$ cat src/rtl/acq_sequencer_if.sv
// Command, sample and transmit-stream signals of the acquisition sequencer.
// The master side issues commands and samples; the slave side is the sequencer.
interface acq_sequencer_if #(
  parameter int DATA_SIZE  = 8,
  parameter int PARAM_SIZE = 4
);
  logic                  i_cmd_reset;
  logic                  i_cmd_sample;
  logic                  i_cmd_decim;
  logic [PARAM_SIZE-1:0] i_param;
  logic [DATA_SIZE-1:0]  i_data;
  logic                  i_data_valid;
  logic [DATA_SIZE-1:0]  o_tx_data;
  logic                  o_tx_valid;
  logic                  i_tx_ready;
  logic                  o_busy;
  logic                  o_done;

  modport master (
    output i_cmd_reset, i_cmd_sample, i_cmd_decim, i_param,
    output i_data, i_data_valid, i_tx_ready,
    input  o_tx_data, o_tx_valid, o_busy, o_done
  );

  modport slave (
    input  i_cmd_reset, i_cmd_sample, i_cmd_decim, i_param,
    input  i_data, i_data_valid, i_tx_ready,
    output o_tx_data, o_tx_valid, o_busy, o_done
  );
endinterface

$ cat src/rtl/acq_sequencer.sv
// Burst acquisition sequencer: captures N decimated samples into a small buffer,
// then streams them out over a valid/ready interface toward a UART transmitter.
module acq_sequencer #(
  parameter int DATA_SIZE  = 8,
  parameter int PARAM_SIZE = 4
) (
  input  logic              i_clock,
  input  logic              i_reset,
  acq_sequencer_if.slave    bus
);
  localparam int DEPTH = 2 ** PARAM_SIZE;

  typedef enum logic [1:0] {IDLE, CAPTURE, SEND} state_t;

  state_t                state;
  logic [PARAM_SIZE-1:0] decim_param;
  logic [PARAM_SIZE-1:0] count_param;
  logic [PARAM_SIZE-1:0] decim_cnt;
  logic [PARAM_SIZE-1:0] wr_ptr;
  logic [PARAM_SIZE-1:0] rd_ptr;
  logic                  tx_valid;
  logic                  busy;
  logic                  done;
  logic [DATA_SIZE-1:0]  buffer [DEPTH];
  logic                  sample_take;

  // A sample is kept only on the D-th valid cycle; an abort suppresses the write.
  assign sample_take = (state == CAPTURE) && bus.i_data_valid &&
                       (decim_cnt == decim_param) && !bus.i_cmd_reset;

  always_ff @(posedge i_clock) begin
    if (sample_take) begin
      buffer[wr_ptr] <= bus.i_data;
    end
  end

  always_ff @(posedge i_clock or negedge i_reset) begin
    if (!i_reset) begin
      state       <= IDLE;
      decim_param <= '0;
      count_param <= '0;
      decim_cnt   <= '0;
      wr_ptr      <= '0;
      rd_ptr      <= '0;
      tx_valid    <= 1'b0;
      busy        <= 1'b0;
      done        <= 1'b0;
    end else if (bus.i_cmd_reset) begin
      state       <= IDLE;
      decim_param <= '0;
      count_param <= '0;
      decim_cnt   <= '0;
      wr_ptr      <= '0;
      rd_ptr      <= '0;
      tx_valid    <= 1'b0;
      busy        <= 1'b0;
      done        <= 1'b0;
    end else begin
      done <= 1'b0;
      case (state)
        IDLE: begin
          if (bus.i_cmd_decim) begin
            decim_param <= bus.i_param;
          end
          if (bus.i_cmd_sample) begin
            count_param <= bus.i_param;
            decim_cnt   <= '0;
            wr_ptr      <= '0;
            rd_ptr      <= '0;
            busy        <= 1'b1;
            state       <= CAPTURE;
          end
        end
        CAPTURE: begin
          if (sample_take) begin
            decim_cnt <= '0;
            if (wr_ptr == count_param) begin
              tx_valid <= 1'b1;
              state    <= SEND;
            end else begin
              wr_ptr <= wr_ptr + 1'b1;
            end
          end else if (bus.i_data_valid) begin
            decim_cnt <= decim_cnt + 1'b1;
          end
        end
        SEND: begin
          if (tx_valid && bus.i_tx_ready) begin
            if (rd_ptr == count_param) begin
              rd_ptr   <= '0;
              tx_valid <= 1'b0;
              busy     <= 1'b0;
              done     <= 1'b1;
              state    <= IDLE;
            end else begin
              rd_ptr <= rd_ptr + 1'b1;
            end
          end
        end
        default: begin
          state <= IDLE;
        end
      endcase
    end
  end

  // Data is gated by valid so it reads zero whenever nothing is offered, including in reset.
  assign bus.o_tx_data  = tx_valid ? buffer[rd_ptr] : '0;
  assign bus.o_tx_valid = tx_valid;
  assign bus.o_busy     = busy;
  assign bus.o_done     = done;
endmodule

$ cat src/flat_wrapper.sv
// flat-port wrapper written by rule: the top's interface ports become plain ports
module acq_sequencer_flat 
#(
  parameter int DATA_SIZE  = 8,
  parameter int PARAM_SIZE = 4
)
  (i_clock, i_reset, bus_i_cmd_reset, bus_i_cmd_sample, bus_i_cmd_decim, bus_i_param, bus_i_data, bus_i_data_valid, bus_i_tx_ready, bus_o_tx_data, bus_o_tx_valid, bus_o_busy, bus_o_done);
  acq_sequencer_if #(.DATA_SIZE(DATA_SIZE), .PARAM_SIZE(PARAM_SIZE)) bus_i ();
  input  logic i_clock;
  input  logic i_reset;
  input wire logic [$bits(bus_i.i_cmd_reset)-1:0] bus_i_cmd_reset;
  input wire logic [$bits(bus_i.i_cmd_sample)-1:0] bus_i_cmd_sample;
  input wire logic [$bits(bus_i.i_cmd_decim)-1:0] bus_i_cmd_decim;
  input wire logic [$bits(bus_i.i_param)-1:0] bus_i_param;
  input wire logic [$bits(bus_i.i_data)-1:0] bus_i_data;
  input wire logic [$bits(bus_i.i_data_valid)-1:0] bus_i_data_valid;
  input wire logic [$bits(bus_i.i_tx_ready)-1:0] bus_i_tx_ready;
  output wire logic [$bits(bus_i.o_tx_data)-1:0] bus_o_tx_data;
  output wire logic [$bits(bus_i.o_tx_valid)-1:0] bus_o_tx_valid;
  output wire logic [$bits(bus_i.o_busy)-1:0] bus_o_busy;
  output wire logic [$bits(bus_i.o_done)-1:0] bus_o_done;
  assign bus_i.i_cmd_reset = bus_i_cmd_reset;
  assign bus_i.i_cmd_sample = bus_i_cmd_sample;
  assign bus_i.i_cmd_decim = bus_i_cmd_decim;
  assign bus_i.i_param = bus_i_param;
  assign bus_i.i_data = bus_i_data;
  assign bus_i.i_data_valid = bus_i_data_valid;
  assign bus_i.i_tx_ready = bus_i_tx_ready;
  assign bus_o_tx_data = bus_i.o_tx_data;
  assign bus_o_tx_valid = bus_i.o_tx_valid;
  assign bus_o_busy = bus_i.o_busy;
  assign bus_o_done = bus_i.o_done;
  acq_sequencer #(.DATA_SIZE(DATA_SIZE), .PARAM_SIZE(PARAM_SIZE)) u_core (.i_clock(i_clock), .i_reset(i_reset), .bus(bus_i));
endmodule
$ cat config.mk
export PLATFORM = sky130hd
export DESIGN_NAME = acq_sequencer_flat
export DESIGN_NICKNAME = d
export VERILOG_FILES = /design/src/rtl/acq_sequencer_if.sv /design/src/rtl/acq_sequencer.sv /design/src/flat_wrapper.sv
export SDC_FILE = /design/constraint.sdc
export NUM_CORES = 1
export LEC_CHECK = 0
export ABC_CLOCK_PERIOD_IN_PS = 3000
export CAP_MARGIN = 20
export CELL_PAD_IN_SITES_DETAIL_PLACEMENT = 0
export CELL_PAD_IN_SITES_GLOBAL_PLACEMENT = 1
export CORE_MARGIN = 5
export CORE_UTILIZATION = 30
export CTS_BUF_LIST = sky130_fd_sc_hd__clkbuf_2 sky130_fd_sc_hd__clkbuf_4 sky130_fd_sc_hd__clkbuf_8
export DETAILED_ROUTE_END_ITERATION = 8
export MAX_ROUTING_LAYER = met4
export PLACE_DENSITY_LB_ADDON = 0.08
export SYNTH_ARGS = -nofsm -noshare
export SYNTH_HDL_FRONTEND = slang
export SYNTH_SLANG_ARGS = --single-unit
export TNS_END_PERCENT = 20
$ cat constraint.sdc
create_clock -name i_clock -period 3 [get_ports i_clock]
set_input_delay 0.45 -clock i_clock [delete_from_list [all_inputs] [get_ports i_clock]]
set_output_delay 0.45 -clock i_clock [all_outputs]
set_load 0.02 [all_outputs]
==> results.toml <==
[run_status]
status = "finished clean"

[synthesis]
synth-seq-cells = 153
mappedNetlistNets = 386
yosysWarningCount = 0
avgSynthCellArea_um2 = 17.9
synth_edf_count = 128
syn-instance-count = 361
ys_seq_area_share_pct = 69.1
synthFlopType = "edfxtp_1"
async_flop_share_pct = 16.3
ys_types = 43
syn-cell-area_um2 = 6470

[layout]
antenna_cells = 0
stdcell_count = 717
drive_gt1_share_pct = 28.5
nets = 454
area_growth_pct = 21.9
final_util_pct = 37.3
fillCellCount = 1931

[clocking]
cts-root-buf = "clkbuf_8"
htreeDepth = 4
tritoncts = "built"
cts_buffer_depth = 2
holdBufCountCts = 0
clk_pin_slew_ns = 0.08
insertion_delay_ns = 0.44
numCtsBuffers = 17
cts.sinks = 153

[timing]
setup_ws_ns = 0.00106
hold_viol = 0
min_period_ns = 3.00
finalClockSkew_ns = 0.0168
maxSlewHeadroom_pct = 53.6
finalSetupViolations = 0
setup_tns_ns = 0
report.final.slew_viol_count = 0
fin_crit_sh_pct = 100
max_freq_ghz = 0.333
rsz0062_at_grt = "true"
tightest_slew_ns = 0.690

[setup_path]
worstPathArrival_ns = 2.55
crit_type = "reg2out"
timing.rr.start = "u_core.decim_cnt[2]"
cp_max_fo = 5
critPathSlowestCell = "mux4_2"
slowest_delay_ns = 0.52
path_cells = "buf_6 > buf_16 > mux4_2 > mux4_2 > and2_4 > buf_6"
required_ns = 2.55
end_kind = "output port"
start_kind = "flip-flop"
worstRegToRegCells = 6
timing.rr.end = "u_core.buffer[13][4]"
ff2ff_setup_slack_ns = 0.72

[placed_design]
preCtsSetupSlack_ns = 0.145
dp.cells = 678
portBuffers = 29
hpwlAfterDp_mm = 10.0
gp_congestion = 0.734

[floorplan]
die_h_um = 157
die_x_um = 157
rows = 53
start_util_pct = 30.6
io_pins = 30
dieArea_um2 = 24600
core_um2 = 21200

[detailed_routing]
dr.pass1.iters = 4
postRouteAntennaNets = 0
via_count = 3452
via_per_inst = 4.81
routed_wirelength_mm = 15.8
drc_errors = 0
wl_per_cell_um = 22.1
initialDrtViolationCount = 195

[global_route]
grt_antenna_before_repair = 0
grt_pass1_wl_mm = 23.6
gr-total-overflow = 0
grt_max_degree = 37
grt_usage_pct = 13.9
grt_pass1_vias = 3556

[power]
power_frac_seq_pct = 55.3
cellPowerDensity_nw_per_um2 = 536
sw_frac_of_total_pct = 21.5
share_comb_of_total_power_pct = 4.5
power_mw = 4.23
p_clk_share_pct = 40.1
leakage_nw = 2.65
intPower_mw = 3.32
power_switching_uw = 910
vdd.ir_drop.worst_uv = 252

[min_path]
min_path_type = "in2async"

[flow_run]
drv_cap = 0
-- how the worst max path moves through the flow --
stage,to,start,cells past startpoint,slack (ns)
final,bus_o_tx_data[4],u_core.rd_ptr[0],6,0.001
after global routing,bus_o_tx_data[4],u_core.rd_ptr[0],6,-0.10
after global placement,bus_o_tx_data[4],u_core.rd_ptr[0],5,0.15
after CTS,bus_o_tx_data[4],u_core.rd_ptr[0],6,-0.06
after floorplan,u_core.buffer[15][0],u_core.decim_cnt[3],5,0.46
after detailed placement,bus_o_tx_data[2],u_core.rd_ptr[0],5,0.15
-- synth_stat cells, types with 3 or more instances --
| master | n | area (um^2) |
|---|---|---|
| a21o_1 | 3 | 22.5 |
| clkbuf_1 | 9 | 33.8 |
| nand4_1 | 4 | 25.0 |
| xnor2_1 | 5 | 43.8 |
| o21ai_0 | 14 | 70.1 |
| and2_1 | 10 | 62.6 |
| a21oi_1 | 6 | 30.0 |
| inv_1 | 14 | 52.6 |
| xor2_1 | 7 | 61.3 |
| nand3_1 | 5 | 25.0 |
| edfxtp_1 | 128 | 3840 |
| dfrtp_1 | 25 | 626 |
| nand2b_1 | 6 | 37.5 |
| ha_1 | 6 | 75.1 |
| buf_2 | 3 | 15.0 |
| nor4_1 | 13 | 81.3 |
| mux4_2 | 23 | 518 |
| nand2_1 | 11 | 41.3 |
| mux4_1 | 17 | 447 |
| nor2_1 | 17 | 63.8 |
| mux2i_1 | 5 | 50.1 |
| or3_1 | 3 | 18.8 |
| o22ai_1 | 3 | 18.8 |
-- flip-flops by register name, indices dropped and copies added (netlist names), 2 cells and up --
signal / cells
u_core.buffer: 128
u_core.count_param: 4
u_core.decim_cnt: 4
u_core.decim_param: 4
u_core.rd_ptr: 4
u_core.state: 2
u_core.wr_ptr: 4
-- per-stage QoR --
step	hold slack, ns	area, um^2
after floorplan	0.154	6470
after global placement	0.521	7330
after detailed placement	0.507	7330
after CTS	0.353	7890
after global routing	0.391	7890
final	0.375	7890
-- critical path: cells and delay by family (launching register included) --
family / cells / cell delay (ns)
simple gates: 1 / 0.18
mux: 2 / 1.00
flops: 1 / 0.50
buf+inv: 3 / 0.42
-- area by class of cell --
type | instances | area, um^2 | area share [%]
clock buffers | 18 | 241 | 3.06
flip-flops and latches | 153 | 4470 | 56.7
multi-input cells | 176 | 1900 | 24.1
clock inverters | 14 | 195 | 2.47
well taps | 275 | 344 | 4.36
repair buffers | 67 | 689 | 8.74
inverters | 14 | 52.6 | 0.666
-- power by group through the flow --
stage	Clock (mW)	Combinational, mW	Sequential (mW)
2_1_floorplan	0	0.0946	2.38
3_3_place_gp	0	0.186	2.39
3_5_place_dp	0	0.188	2.39
4_1_cts	1.76	0.195	2.34
5_1_grt	1.86	0.211	2.34
6_report	1.70	0.192	2.34
-- metal layers --
| layer | GRT usage, % | part of all wire, % | up-vias |
|---|---|---|---|
| li1 | - | - | 1577 |
| met1 | 20.2 | 50 | 1814 |
| met2 | 19.9 | 45 | 48 |
| met3 | 2.99 | 3.5 | 13 |
| met4 | 3.60 | 0.93 | 0 |
| met5 | - | 0 | - |
-- timing repair --
| item | 4_1_cts | 5_1_grt |
|---|---|---|
| resized for setup | 58 | 4 |
| buffers inserted | 4 | 0 |
| endpoints found under the setup margin | 8 | 7 |
| gates cloned | 3 | 0 |
-- cells in the final DEF, fill, tap and decap left out, drive strengths merged, types with 6 or more instances in the layout --
cell,count
nand2,11
o21ai,14
clkdlybuf4s50,21
nor2,17
xor2,7
buf,46
nor4,13
dfrtp,25
edfxtp,128
ha,6
nand2b,6
and2,11
inv,16
mux4,40
a21oi,6
clkbuf,18
-- logic make-up after synthesis --
logic type	share of synthesized area, %
flops	69.1
buf+inv	2.57
fa+ha+maj	1.16
xor+xnor	1.62
compound gates	3.19
mux	15.9
simple gates	6.54
Note: power is estimated with default switching activity, not from simulation.
